===== src/rtl/uart_word_transmitter.sv =====
// UART 8N1 transmitter for 32-bit words: 4 bytes MSB-byte first, each byte LSB-first.
// One word per valid/ready handshake; all outputs come straight from flops.
`timescale 1ns/1ps
module uart_word_transmitter #(
    parameter int FREQUENCY_IN_HZ = 80_000_000,
    parameter int BAUD            = 115200
) (
    input  logic        clk,
    input  logic        reset,
    input  logic        word_valid,
    input  logic [31:0] word_data,
    output logic        word_ready,
    output logic        io_tx,
    output logic        busy,
    output logic        word_done
);

    localparam int CLKS_PER_BIT = FREQUENCY_IN_HZ / BAUD;
    localparam int CNT_W        = (CLKS_PER_BIT > 1) ? $clog2(CLKS_PER_BIT) : 1;
    localparam logic [CNT_W-1:0] BAUD_LAST = CNT_W'(CLKS_PER_BIT - 1);

    generate
        if (CLKS_PER_BIT < 2) begin : g_cpb_check
            $error("uart_word_transmitter: CLKS_PER_BIT must be at least 2");
        end
    endgenerate

    typedef enum logic [1:0] {IDLE, START, DATA, STOP} state_t;

    state_t           state, state_nx;
    logic [CNT_W-1:0] baud_cnt, baud_cnt_nx;
    logic [2:0]       bit_idx, bit_idx_nx;
    logic [1:0]       byte_cnt, byte_cnt_nx;
    logic [31:0]      shreg, shreg_nx;
    logic             tx_nx, ready_nx, busy_nx, done_nx;
    logic             bit_end;
    logic [7:0]       cur_byte;

    assign bit_end  = (baud_cnt == BAUD_LAST);
    // The byte on the line is always the top of the shift register.
    assign cur_byte = shreg[31:24];

    always_ff @(posedge clk or posedge reset) begin
        if (reset) begin
            state      <= IDLE;
            baud_cnt   <= '0;
            bit_idx    <= '0;
            byte_cnt   <= '0;
            shreg      <= '0;
            io_tx      <= 1'b1;
            word_ready <= 1'b1;
            busy       <= 1'b0;
            word_done  <= 1'b0;
        end else begin
            state      <= state_nx;
            baud_cnt   <= baud_cnt_nx;
            bit_idx    <= bit_idx_nx;
            byte_cnt   <= byte_cnt_nx;
            shreg      <= shreg_nx;
            io_tx      <= tx_nx;
            word_ready <= ready_nx;
            busy       <= busy_nx;
            word_done  <= done_nx;
        end
    end

    always_comb begin
        state_nx    = state;
        baud_cnt_nx = baud_cnt;
        bit_idx_nx  = bit_idx;
        byte_cnt_nx = byte_cnt;
        shreg_nx    = shreg;
        tx_nx       = io_tx;
        ready_nx    = word_ready;
        busy_nx     = busy;
        done_nx     = 1'b0;

        case (state)
            IDLE: begin
                tx_nx       = 1'b1;
                ready_nx    = 1'b1;
                busy_nx     = 1'b0;
                baud_cnt_nx = '0;
                bit_idx_nx  = '0;
                byte_cnt_nx = '0;
                if (word_valid && word_ready) begin
                    shreg_nx = word_data;
                    state_nx = START;
                    tx_nx    = 1'b0;
                    ready_nx = 1'b0;
                    busy_nx  = 1'b1;
                end
            end
            START: begin
                if (bit_end) begin
                    baud_cnt_nx = '0;
                    bit_idx_nx  = '0;
                    state_nx    = DATA;
                    tx_nx       = cur_byte[0];
                end else begin
                    baud_cnt_nx = baud_cnt + CNT_W'(1);
                end
            end
            DATA: begin
                if (bit_end) begin
                    baud_cnt_nx = '0;
                    if (bit_idx == 3'd7) begin
                        bit_idx_nx = '0;
                        state_nx   = STOP;
                        tx_nx      = 1'b1;
                    end else begin
                        bit_idx_nx = bit_idx + 3'd1;
                        tx_nx      = cur_byte[bit_idx + 3'd1];
                    end
                end else begin
                    baud_cnt_nx = baud_cnt + CNT_W'(1);
                end
            end
            STOP: begin
                if (bit_end) begin
                    baud_cnt_nx = '0;
                    if (byte_cnt != 2'd3) begin
                        // Next byte starts immediately, no idle gap inside a word.
                        byte_cnt_nx = byte_cnt + 2'd1;
                        shreg_nx    = {shreg[23:0], 8'h00};
                        state_nx    = START;
                        tx_nx       = 1'b0;
                    end else begin
                        byte_cnt_nx = '0;
                        state_nx    = IDLE;
                        done_nx     = 1'b1;
                        ready_nx    = 1'b1;
                        busy_nx     = 1'b0;
                        tx_nx       = 1'b1;
                    end
                end else begin
                    baud_cnt_nx = baud_cnt + CNT_W'(1);
                end
            end
            default: state_nx = IDLE;
        endcase
    end

endmodule


===== config.mk =====
export PLATFORM = sky130hd
export DESIGN_NAME = uart_word_transmitter
export DESIGN_NICKNAME = d
export VERILOG_FILES = /design/src/rtl/uart_word_transmitter.sv
export SDC_FILE = /design/constraint.sdc
export NUM_CORES = 1
export LEC_CHECK = 0
export CAP_MARGIN = 20
export CELL_PAD_IN_SITES_DETAIL_PLACEMENT = 1
export CELL_PAD_IN_SITES_GLOBAL_PLACEMENT = 1
export CORE_MARGIN = 2
export CORE_UTILIZATION = 40
export DETAILED_ROUTE_END_ITERATION = 10
export PLACE_DENSITY_LB_ADDON = 0.1
export SYNTH_ARGS = -nofsm -noshare
export SYNTH_HDL_FRONTEND = slang
export SYNTH_SLANG_ARGS = --single-unit

===== constraint.sdc =====
create_clock -name clk -period 1.8 [get_ports clk]
set_input_delay 0.27 -clock clk [delete_from_list [all_inputs] [get_ports clk]]
set_output_delay 0.27 -clock clk [all_outputs]
set_load 0.005 [all_outputs]

* Word-level counts from Yosys, hierarchy flattened *
Index checks and enable logic that the tools add are counted.
Widths: inputs -> output; s select.

cells by class
  add/sub/neg operators = 3
  magnitude comparators = 1
  equality and inequality tests = 13
  multiplexer cells = 38
  reductions and logical operators = 11

operator list
  kind                   number
  $mux 32                3
  $pmux 32 s2            1
  $pmux 10 s2            1
  $ne 2x2->1 const B     8
  $mux 1                 15
  $mux 2                 7
  $add 10x1->10 const B  1
  $eq 10x10->1 const B   1
  $mux 10                1
  $mux 3                 3
  $pmux 3 s3             1
  $reduce_and 3->1       3
  $pmux 2 s4             1
  $reduce_and 5->1       1
  $eq 2x2->1 const B     2
  $lt 3x4->1 const B     1
  $pmux 1 s2             2
  $pmux 1 s4             1
  $pmux 2 s2             1
  $reduce_and 4->1       1
  $add 3x1->3 const B    1
  $bmux 1 s3             1
  $eq 3x3->1 const B     1
  $reduce_bool 3->1      1
  other kinds (7)        7

storage, ports and cells
  register bits after elaboration = 53
  bits of input ports = 35
  output and inout port bits = 4
  word-level logic and storage cells = 75

* Depth between registers and ports, before layout *
  depth in word-level cells = 6
  gate-level depth with buffers = 8
  gate-level depth less buffers = 6

* Worst setup path before layout *
Ideal clock, no wire load.

  path kind = flip-flop to flip-flop
  from = reg state[0]
  to = reg shreg[10]
  setup time = 0.125 ns
  arrival time = 1.778 ns
  data required time = 1.675 ns
  path slack = -0.103 ns
  stages on the path, launching flop included = 9
  buffers on the path = 2
  clock period less this slack = 1.903 ns
  cell sequence = dfrtp_1 -> inv_1 -> ha_1 -> a21boi_2 -> nor3_1 -> a31o_1 -> buf_6 -> buf_12 -> mux2_4

on the way
  longest elaborated chain between the ends = 3
  elaborated cells on any way between the ends = 8
  classes of those cells = 4 x eq/ne; 1 x mux; 3 x reduce/logical

RTL lines
  what                                                              RTL line  RTL
  from (decl)                                                       30        state_t state, state_nx;
  from (signal assigned)                                            55        state <= state_nx;
  $eq 2x2->1 or $logic_not 2->1 (tied branches)                     78        case (state)
  $ne 2x2->1 (no source line) or $reduce_bool 2->1 (tied branches)  -
  $reduce_and 4->1 (no source line)                                 -
  to (signal assigned)                                              59        shreg <= shreg_nx;
  to (decl)                                                         34        logic [31:0] shreg, shreg_nx;

Parallel ways exist; a longest one is shown, timed or not.
A chain may end at the register's enable or synchronous reset.

* Worst setup path in the final report *
  from = reg bit_idx[0]
  to = reg io_tx

on the way
  longest elaborated chain between the ends = 6
  elaborated cells on any way between the ends = 7
  classes of those cells = 1 x add/sub; 1 x eq/ne; 5 x mux

RTL lines
  what                          RTL line  RTL
  from (decl)                   32        logic [2:0] bit_idx, bit_idx_nx;
  from (signal assigned)        57        bit_idx <= bit_idx_nx;
  $add 3x1->3                   113       tx_nx = cur_byte[bit_idx + 3'd1];
  $bmux 1 s3                    113
  $mux 1 (implied by the code)  113
  $mux 1 *                      107       if (bit_idx == 3'd7) begin
  $mux 1 *                      105       if (bit_end) begin
  $pmux 1 s4 *                  78
  to (signal assigned)          60        io_tx <= tx_nx;
  to (decl)                     13        output logic io_tx,

Every way passes the cells marked *; elsewhere a longest branch is shown, timed or not. The select of a mux whose other input is x is not followed.

==> flow_metrics.py <==
metrics = {
    "drt": {
        "remaining_drc_errors": 0,
        "routed_wl_per_cell_um": 17.0,
        "vias_per_cell": 5.01,
        "via_count": 2005,
        "first_iter_violations": 67,
        "drt_wl_total_mm": 6.81,
        "route.antenna.remaining_nets": 0,
        "drt_pass1_iterations": 4,
    },
    "power": {
        "sw_frac_of_total": 0.225,
        "pwr_density_cell_nw_per_um2": 543,
        "internal_power_uw": 1670,
        "share_comb_of_total_power": 0.092,
        "p_clk_frac": 0.329,
        "power_frac_seq": 0.579,
        "switching_power_uw": 484,
        "power.leakage_uw": 0.00173,
        "vdd_drop_max_mv": 0.307,
    },
    "synth": {
        "seq_area_frac_synth": 0.466,
        "synthesis.nets": 268,
        "postSynth.asyncResetShare": 1.00,
        "synth_area_sq_um": 2850,
        "synth.area.top_cells": "sky130_fd_sc_hd__dfrtp_1, sky130_fd_sc_hd__mux2_2, sky130_fd_sc_hd__mux2_4",
        "syn_inst": 223,
        "synth.yosys.warnings": 0,
        "synth.distinct_cells": 40,
        "synth_ff_type": "sky130_fd_sc_hd__dfrtp_1",
        "dominant_cell_type_by_area_after_synthesis": "sky130_fd_sc_hd__dfrtp_1",
        "edff_count_synth": 0,
        "synth_seq_cells": 53,
        "share_of_the_synthesized_area_in_the_top_cell_type": 0.447,
        "post_synth.cell_area_avg_sq_um": 12.8,
    },
    "worst_setup_path": {
        "cp_data_required_time_ps": 2040,
        "crit_path_start_kind": "flip-flop",
        "r2r_start": "bit_idx[0]$_DFFE_PP0P_",
        "timing.reg2reg.setup_slack_ps": -50,
        "endpoint_kind": "flip-flop",
        "worst-setup-path-type": "flip-flop to flip-flop",
        "worst_ep_arrival_time_ps": 2090,
        "reg2reg_depth": 7,
        "crit_fanout": 2,
        "regToRegEndpoint": "io_tx$_DFFE_PP1P_",
    },
    "sta": {
        "min_period_over_period": 1.03,
        "final-setup-viol-count": 14,
        "time_the_final_worst_path_needs_with_i_o_delays_and_setup_ps": 1850,
        "maxClockFrequency_mhz": 540,
        "drv_slew": 0,
        "final_hold_viols": 0,
        "holdWs_ps": 244,
        "max_slew.worst_pin.slew_ps": 383,
        "finalWorstSetupSlack_ps": -52.6,
        "fin_worst_skew_ps": 12.6,
        "worst_max_slew_margin_expressed_relative_to_the_limit": 0.744,
        "rsz0062_at_grt": "yes",
    },
    "clock_tree": {
        "numCtsBuffers": 5,
        "ctsRootBufferMaster": "sky130_fd_sc_hd__clkbuf_8",
        "clock_tree_from_tritoncts": "built",
        "clk_path_buf_depth": 2,
        "h-tree-depth": 2,
        "tritoncts_num_sinks": 53,
        "clk_latency_ps": 310,
        "cts.reportedPaths.clkPinSlew_ps": 100,
    },
    "placed_design": {
        "port_buffers": 38,
        "gp_routability_congestion": 0.763,
        "dpl.hpwl_mm": 4.57,
    },
    "run": {
        "cap_violations": 0,
    },
    "floorplanning": {
        "core_sq_um": 6830,
        "dieArea_sq_um": 7830,
        "std_cell_rows": 30,
        "initial_utilization": 0.418,
        "num_io_pins": 39,
        "die_w_um": 88.5,
        "fp.dieH_um": 88.5,
    },
    "worst_hold_path": {
        "worstHoldPathType": "input pin to asynchronous set/reset pin",
    },
    "final_layout": {
        "multi_input_gate_area_sq_um": 1570,
        "layout.nets": 349,
        "num-fill-cells": 718,
        "antenna_cells": 0,
        "synthToLayoutAreaGrowth_pct": 39.0,
        "final_core_utilization": 0.581,
        "layout-drive-gt1-share": 0.441,
        "seqCellArea_sq_um": 1330,
    },
    "global_route": {
        "grt_pass1_vias": 2257,
        "grt_max_degree": 29,
        "groute.usage.overall": 0.192,
        "antenna_found_initial": 0,
        "globalRoute.totalOverflow": 0,
        "grt_pass1_wl_mm": 11.5,
    },
    "run_status": {
        "run_status": "finished with violations",
        "failed_checks": "setup timing",
    },
}
[sequential cells by signal (all words and copies together) (netlist names)]
| signal | flops |
|---|---|
| baud_cnt | 10 |
| state | 2 |
| io_tx | 1 |
| shreg | 32 |
| byte_cnt | 2 |
| word_ready | 1 |
| busy | 1 |
| bit_idx | 3 |
| word_done | 1 |
[final cells by class]
cell class / instances / share of cell area
clock buffer: 6 / 0.0208
clock inverter: 1 / 0.00189
inverter: 7 / 0.00662
multi-input combinational: 152 / 0.396
sequential: 53 / 0.335
tap: 96 / 0.0303
timing repair buffer: 85 / 0.209
[placed cells by master, fill, tap and decap left out, types with 4 or more instances in the layout]
| cell | count |
|---|---|
| sky130_fd_sc_hd__dfrtp_1 | 50 |
| sky130_fd_sc_hd__buf_4 | 39 |
| sky130_fd_sc_hd__clkdlybuf4s50_1 | 38 |
| sky130_fd_sc_hd__mux2_2 | 29 |
| sky130_fd_sc_hd__mux2_4 | 24 |
| sky130_fd_sc_hd__nor2_1 | 15 |
| sky130_fd_sc_hd__a22o_1 | 12 |
| sky130_fd_sc_hd__xor2_1 | 7 |
| sky130_fd_sc_hd__nand2_1 | 6 |
| sky130_fd_sc_hd__clkbuf_8 | 6 |
| sky130_fd_sc_hd__mux2i_1 | 5 |
| sky130_fd_sc_hd__ha_1 | 5 |
| sky130_fd_sc_hd__inv_1 | 4 |
| sky130_fd_sc_hd__nand3_1 | 4 |
| sky130_fd_sc_hd__buf_12 | 4 |
[stage by stage]
step | instances | TNS [ps] | area (sq um) | setup WS (ps) | total power [uW]
after detailed placement | 382 | -5330 | 3580 | -207 | 1470
after global routing | 400 | -1500 | 3970 | -129 | 2250
final | 400 | -406 | 3970 | -52.6 | 2150
after global placement | 382 | -4140 | 3580 | -208 | 1470
after floorplan | 223 | 0 | 2880 | 19.8 | 1350
after CTS | 399 | -1450 | 3870 | -67.2 | 2180
[cell families after synthesis]
group	Yosys count	synth area share
muxes	59	0.261
buffers and inverters	18	0.0390
AOI/OAI and AO/OA	28	0.0793
DFF	53	0.466
adders and majority gates	10	0.0438
and+or+nand+nor	47	0.0868
xor gates and xnor gates	8	0.0246
[power by group through the flow]
stage	combinational [uW]	clock [uW]	sequential [uW]
floorplan	91.1	0	1260
global placement	197	0	1270
detailed placement	197	0	1270
CTS	199	730	1250
global route	219	776	1250
finish	199	709	1250
[metal layers]
| metal | share of wire | track usage |
|---|---|---|
| met1 | 0.48 | 0.259 |
| met2 | 0.48 | 0.321 |
| met3 | 0.028 | 0.0354 |
| met4 | 0.011 | 0.0496 |
| met5 | 0 | 0 |
[worst max-delay path, cell delays in order (launching register included)]
cell and delay, ps:
sky130_fd_sc_hd__dfrtp_1 400, sky130_fd_sc_hd__ha_2 210, sky130_fd_sc_hd__ha_4 270, sky130_fd_sc_hd__mux4_2 290, sky130_fd_sc_hd__nor2b_4 140, sky130_fd_sc_hd__o41ai_2 220, sky130_fd_sc_hd__buf_4 170, sky130_fd_sc_hd__a31oi_2 80
[synth_stat cells (all sizes together), types with 2 or more instances]
cell type,count
mux2,53
dfrtp,51
nor2,15
a22o,12
ha,10
inv,7
xor2,7
buf,6
nand2,6
clkbuf,5
mux2i,5
nor3,5
and3,4
nand3,4
nor2b,4
a21oi,3
a31oi,3
nand4,3
o21bai,3
dfstp,2
[worst max-delay path by stage]
stage	startpoint	end	slack, ps	depth (start not counted)
finish	bit_idx[0]$_DFFE_PP0P_	io_tx$_DFFE_PP1P_	-50	7
global route	bit_idx[0]$_DFFE_PP0P_	io_tx$_DFFE_PP1P_	-130	7
CTS	state[1]$_DFFE_PP0P_	shreg[11]$_DFFE_PP0P_	-70	8
detailed placement	word_valid	shreg[28]$_DFFE_PP0P_	-210	6
global placement	bit_idx[0]$_DFFE_PP0P_	io_tx$_DFFE_PP1P_	-210	7
floorplan	state[0]$_DFFE_PP0P_	shreg[10]$_DFFE_PP0P_	20	8
[timing repair]
| action | in CTS | in global routing |
|---|---|---|
| hold buffers | 0 | 0 |
| endpoints found under the setup margin | 35 | 28 |
| resized for setup | 19 | 19 |
| pin swaps | 4 | 10 |
| cloned | 1 | 2 |
| buffers inserted | 9 | 1 |
Power figures use the tool's default switching activity.
